`config.mk`:
```
export PLATFORM = sky130hd
export DESIGN_NAME = wb_sdram_arbiter
export DESIGN_NICKNAME = d
export VERILOG_FILES = /design/src/rtl/wb_sdram_arbiter.sv
export SDC_FILE = /design/constraint.sdc
export NUM_CORES = 1
export LEC_CHECK = 0
export CAP_MARGIN = 20
export CORE_MARGIN = 10
export CORE_UTILIZATION = 44
export DETAILED_ROUTE_END_ITERATION = 16
export PLACE_DENSITY = 0.87
export SYNTH_ARGS = -nofsm -noshare
export SYNTH_HDL_FRONTEND = slang
export SYNTH_SLANG_ARGS = --single-unit
```
`constraint.sdc`:
```
create_clock -name sdram_clk -period 4.1 [get_ports sdram_clk]
set_input_delay 0.82 -clock sdram_clk [delete_from_list [all_inputs] [get_ports sdram_clk]]
set_output_delay 0.82 -clock sdram_clk [all_outputs]
set_load 0.005 [all_outputs]
```
`src/rtl/wb_sdram_arbiter.sv`:
```
// Round-robin arbiter between two Wishbone-to-SDRAM port blocks and one SDRAM controller.
// Assembles granted 32-bit writes and broadcasts them to the other port's read buffer.
module wb_sdram_arbiter #(
  parameter int unsigned READ_HOLD = 8
) (
  input  logic        sdram_clk,
  input  logic        sdram_rst_n,
  input  logic [31:0] p0_adr_i,
  input  logic [15:0] p0_dat_i,
  input  logic [1:0]  p0_sel_i,
  input  logic        p0_acc_i,
  input  logic        p0_we_i,
  output logic        p0_ack_o,
  output logic [15:0] p0_dat_o,
  output logic        p0_bufw_we_o,
  input  logic [31:0] p1_adr_i,
  input  logic [15:0] p1_dat_i,
  input  logic [1:0]  p1_sel_i,
  input  logic        p1_acc_i,
  input  logic        p1_we_i,
  output logic        p1_ack_o,
  output logic [15:0] p1_dat_o,
  output logic        p1_bufw_we_o,
  output logic [31:0] bufw_adr_o,
  output logic [31:0] bufw_dat_o,
  output logic [3:0]  bufw_sel_o,
  output logic [31:0] sdr_adr_o,
  output logic [15:0] sdr_dat_o,
  output logic [1:0]  sdr_sel_o,
  output logic        sdr_acc_o,
  output logic        sdr_we_o,
  input  logic        sdr_ack_i,
  input  logic [15:0] sdr_dat_i
);

  typedef enum logic {IDLE = 1'b0, BUSY = 1'b1} state_t;

  localparam logic [3:0] HOLD_LAST = 4'(READ_HOLD - 1);

  state_t      state_q;
  logic        gnt_q;
  logic        last_q;
  logic        rd_acked_q;
  logic [3:0]  idle_cnt_q;
  logic [15:0] hi_dat_q;
  logic [1:0]  hi_sel_q;
  logic [31:0] wr_adr_q;
  logic [31:0] bufw_adr_q;
  logic [31:0] bufw_dat_q;
  logic [3:0]  bufw_sel_q;
  logic        p0_bufw_we_q;
  logic        p1_bufw_we_q;

  logic        busy_s;
  logic        pick_s;
  logic [31:0] g_adr_s;
  logic [15:0] g_dat_s;
  logic [1:0]  g_sel_s;
  logic        g_acc_s;
  logic        g_we_s;
  logic        wr_ack_s;
  logic        rd_ack_s;

  assign busy_s   = (state_q == BUSY);
  assign pick_s   = (p0_acc_i & p1_acc_i) ? ~last_q : p1_acc_i;
  assign g_adr_s  = gnt_q ? p1_adr_i : p0_adr_i;
  assign g_dat_s  = gnt_q ? p1_dat_i : p0_dat_i;
  assign g_sel_s  = gnt_q ? p1_sel_i : p0_sel_i;
  assign g_acc_s  = gnt_q ? p1_acc_i : p0_acc_i;
  assign g_we_s   = gnt_q ? p1_we_i  : p0_we_i;
  assign wr_ack_s = g_acc_s & g_we_s & sdr_ack_i;
  assign rd_ack_s = g_acc_s & ~g_we_s & sdr_ack_i;

  assign sdr_adr_o = busy_s ? g_adr_s : 32'h0000_0000;
  assign sdr_dat_o = busy_s ? g_dat_s : 16'h0000;
  assign sdr_sel_o = busy_s ? g_sel_s : 2'b00;
  assign sdr_acc_o = busy_s & g_acc_s;
  assign sdr_we_o  = busy_s & g_we_s;
  assign p0_ack_o  = busy_s & ~gnt_q & sdr_ack_i;
  assign p1_ack_o  = busy_s & gnt_q & sdr_ack_i;
  assign p0_dat_o  = sdr_dat_i;
  assign p1_dat_o  = sdr_dat_i;

  assign bufw_adr_o   = bufw_adr_q;
  assign bufw_dat_o   = bufw_dat_q;
  assign bufw_sel_o   = bufw_sel_q;
  assign p0_bufw_we_o = p0_bufw_we_q;
  assign p1_bufw_we_o = p1_bufw_we_q;

  // Grant FSM, write assembly, read-hold timer and buffer-write strobe generation
  always_ff @(posedge sdram_clk) begin
    if (!sdram_rst_n) begin
      state_q      <= IDLE;
      gnt_q        <= 1'b0;
      last_q       <= 1'b1;
      rd_acked_q   <= 1'b0;
      idle_cnt_q   <= 4'd0;
      hi_dat_q     <= 16'h0000;
      hi_sel_q     <= 2'b00;
      wr_adr_q     <= 32'h0000_0000;
      bufw_adr_q   <= 32'h0000_0000;
      bufw_dat_q   <= 32'h0000_0000;
      bufw_sel_q   <= 4'h0;
      p0_bufw_we_q <= 1'b0;
      p1_bufw_we_q <= 1'b0;
    end else begin
      p0_bufw_we_q <= 1'b0;
      p1_bufw_we_q <= 1'b0;
      case (state_q)
        IDLE: begin
          if (p0_acc_i | p1_acc_i) begin
            state_q    <= BUSY;
            gnt_q      <= pick_s;
            last_q     <= pick_s;
            idle_cnt_q <= 4'd0;
            rd_acked_q <= 1'b0;
          end
        end
        BUSY: begin
          if (wr_ack_s) begin
            state_q      <= IDLE;
            bufw_dat_q   <= {hi_dat_q, g_dat_s};
            bufw_sel_q   <= {hi_sel_q, g_sel_s};
            bufw_adr_q   <= wr_adr_q;
            p0_bufw_we_q <= gnt_q;
            p1_bufw_we_q <= ~gnt_q;
          end else if (g_acc_s & g_we_s) begin
            hi_dat_q <= g_dat_s;
            hi_sel_q <= g_sel_s;
            wr_adr_q <= {g_adr_s[31:2], 2'b00};
          end
          if (rd_ack_s) begin
            rd_acked_q <= 1'b1;
          end
          // After the first read ack, the grant survives only a run of READ_HOLD idle cycles
          if (rd_acked_q) begin
            if (g_acc_s) begin
              idle_cnt_q <= 4'd0;
            end else if (idle_cnt_q == HOLD_LAST) begin
              state_q <= IDLE;
            end else begin
              idle_cnt_q <= idle_cnt_q + 4'd1;
            end
          end
        end
        default: state_q <= IDLE;
      endcase
    end
  end

endmodule

```
==> flow_summary_export.csv <==
group,metric,value,unit
status,status,"finished clean",
clocking,postCtsSetupBuffers,0,
timing,slew_violations,0,
global_routing,antenna_found_initial,0,
global_routing,grt_pass1_vias,5002,
setup_path,end_kind,"primary output",
setup_path,slowest_delay,0.98,ns
drt,routed_wl,16500,um
clocking,htreeDepth,4,
timing,relSlewSlack,33.9,%
floorplanning,pin_count,279,
drt,vias,4994,
drt,detail-route-antenna-nets,0,
timing,rsz0062_at_grt,"false",
final_layout,multi_input_area,2660,um^2
setup_path,path_buf_inv,1,
final_layout,drive_above_1_share,5.50,%
run,maxCapViolCount,0,
clocking,clock_latency,0.40,ns
final_layout,final_util,66.3,%
min_path,hp-class,"flop to flop",
final_layout,nets,912,
synthesis,synth-seq-cells,124,
global_routing,grt.total_usage,18.1,%
clocking,cts_tree,"yes",
timing,setup_viol,0,
floorplanning,rows,41,
global_routing,overflow,0,
setup_path,crit_type,"flop to primary output",
timing,finalHoldViolCount,0,
synthesis,yosysUniqueCellTypes,33,
power_and_ir_drop,powerDensity,382,nW/um^2
drt,routed_via_density,5.14,
global_routing,grt_first_pass_wirelength,26100,um
setup_path,crit_path_top_delay_cell,"dfxtp_4",
clocking,cts-root-buf,"clkbuf_16",
timing,layout_min_cycle_time,3.46,ns
clocking,postCtsHoldBufs,0,
timing,tns,0,ns
setup_path,crit_required,3.28,ns
setup_path,worstPathArrival,2.64,ns
timing,finClkSkew,0.00688,ns
power_and_ir_drop,finalPower,3170,uW
place,port_buffers,228,
synthesis,syn_inst,622,
timing,fin_crit_sh,84.3,%
floorplanning,core,12500,um^2
final_layout,num-fill-cells,987,
floorplanning,initial_core_util,44.7,%
clocking,numCtsBuffers,17,
timing,fmax,289,MHz
setup_path,startpoint_type,"flop",
clocking,cts_resized,0,
floorplanning,die_height,133,um
timing,worst_pin_slew,0.991,ns
final_layout,synthToLayoutAreaGrowth,48.1,%
synthesis,syn_area,5600,um^2
drt,drt_iter0_drc,245,
final_layout,num_antenna_cells,0,
synthesis,ys_seq_area_share,44.3,%
power_and_ir_drop,leakagePower,0.00341,uW
setup_path,cp_cell_sequence,"mux2i_2 > nor2b_1 > clkdlybuf4s50_1",
clocking,cts.sinks,124,
drt,drt-pass1-iter-count,4,
drt,drc,0,
timing,fin_ws,0.643,ns
setup_path,cp_max_fo,58,
power_and_ir_drop,ir_drop,0.000248,V
floorplanning,die_area,17600,um^2
place,pre_cts_slack,0.839,ns
synthesis,yosysWarnings,0,
final_layout,regArea,2490,um^2
place,gp_congestion,0.822,
place,dp_hpwl,12200,um
clocking,cts.path.max_buffers,2,
drt,post_drt_wl_per_cell,17.0,um
clocking,clkTransAtPathRegs,0.05,ns
global_routing,grt_max_degree,64,
synthesis,syn_area_per_cell,9.00,um^2
floorplanning,die_w,133,um
setup_path,critPathTopFamily,"flip-flops",
final timing paths:
kind	end	slack, ns	startpoint	cells after the start
setup / recovery	sdr_acc_o	0.64	gnt_q$_SDFFE_PN0P_	3
hold / removal	bufw_adr_o[21]$_SDFFE_PN0P_	0.46	wr_adr_q[21]$_SDFFE_PN0P_	2
setup reg to reg	bufw_dat_o[5]$_SDFFE_PN0P_	0.98	gnt_q$_SDFFE_PN0P_	4
hold reg to reg	bufw_adr_o[21]$_SDFFE_PN0P_	0.46	wr_adr_q[21]$_SDFFE_PN0P_	2
power by group:
part / switching [uW] / internal, uW / total [uW]
logic: 160 / 247 / 407
registers: 39.7 / 1230 / 1270
clock network: 503 / 983 / 1490
total: 703 / 2460 / 3170
flip-flops by register name (all words and copies together), names as in the netlist, 2 cells and up:
signal / count
bufw_dat_o: 32
bufw_adr_o: 30
wr_adr_q: 30
hi_dat_q: 16
bufw_sel_o: 4
idle_cnt_q: 4
hi_sel_q: 2
metrics by stage:
| stage | hold WS (ns) | std cells | cell area [um^2] |
|---|---|---|---|
| global route | 0.480 | 972 | 8290 |
| floorplan | 0.436 | 623 | 5600 |
| finish | 0.457 | 972 | 8290 |
| detailed placement | 0.450 | 941 | 7700 |
| CTS | 0.459 | 972 | 8290 |
| global placement | 0.440 | 941 | 7700 |
synthesized netlist by cell type:
cell type	number	share of area (%)
nor3_1	1	0.089
buf_1	1	0.067
nor2b_1	54	6.0
nand2_1	100	6.7
mux2i_1	52	9.3
clkbuf_1	36	2.4
and2_1	2	0.22
a21oi_1	2	0.18
buf_2	18	1.6
mux2i_2	1	0.25
nor4b_2	1	0.27
o211a_1	48	8.6
nand4b_1	1	0.16
o21ai_0	49	4.4
dfxtp_1	124	44
o211ai_1	1	0.13
nand3_1	53	4.7
o21a_1	1	0.13
nand4bb_1	1	0.20
a31o_2	1	0.16
ha_1	1	0.22
a21boi_0	4	0.54
o21bai_1	1	0.13
nand2b_1	3	0.34
a32oi_1	2	0.31
and3b_1	1	0.16
conb_1	1	0.067
nor2_1	5	0.34
buf_4	34	4.6
nand3b_1	3	0.40
o2bb2ai_1	18	2.8
nand4_1	1	0.11
inv_1	1	0.067
worst reg2reg max path, delay by kind of cell, from the launching register on:
family          cells  cell delay [ns]
mux                 1             0.41
simple gates        2             1.33
compound gates      1             0.24
flops               1             0.98
routing by layer:
layer | vias to the layer above | global-route usage (%) | wire length [um]
met5 | - | 0 | 0
met4 | 0 | 8.13 | 403
met2 | 152 | 32.7 | 8740
met3 | 35 | 5.45 | 912
li1 | 2453 | - | -
met1 | 2354 | 18.8 | 6460
cells by family after synthesis:
group | synth area share (%)
AOI/OAI and AO/OA | 17.4
adders and majority gates | 0.223
DFF | 44.3
buffers and inverters | 8.71
other | 0.0670
and+or+nand+nor | 19.8
muxes | 9.54
layout by cell type (no fill, tap or decap), drive strengths merged:
| master | Yosys | final |
|---|---|---|
| bufinv | 0 | 2 |
| nand4bb | 1 | 1 |
| nor2b | 54 | 54 |
| o21a | 1 | 1 |
| clkbuf | 36 | 24 |
| a21oi | 2 | 2 |
| o21bai | 1 | 1 |
| o211a | 48 | 48 |
| nand3b | 3 | 3 |
| nand4b | 1 | 1 |
| nand3 | 53 | 53 |
| a32oi | 2 | 2 |
| nor2 | 5 | 5 |
| o211ai | 1 | 1 |
| mux2i | 53 | 53 |
| nand2b | 3 | 3 |
| ha | 1 | 1 |
| nor3 | 1 | 1 |
| nand4 | 1 | 1 |
| a31o | 1 | 1 |
| conb | 1 | 2 |
| inv | 1 | 1 |
| nand2 | 100 | 100 |
| o21ai | 49 | 49 |
| dfxtp | 124 | 124 |
| clkinv | 0 | 5 |
| o2bb2ai | 18 | 18 |
| buf | 53 | 8 |
| and3b | 1 | 1 |
| a21boi | 4 | 4 |
| clkdlybuf4s50 | 0 | 227 |
| nor4b | 1 | 1 |
| and2 | 2 | 2 |
area by class of cell:
cell class                      instances  area share, %
Timing Repair Buffer                  235           28.1
Sequential cell                       124           30.0
Clock buffer                           24           6.17
Tap cell                              172           2.60
Multi-Input combinational cell        409           32.0
Clock inverter                          7           1.03
Inverter                                1         0.0453
(Power assumes the default switching activity.)
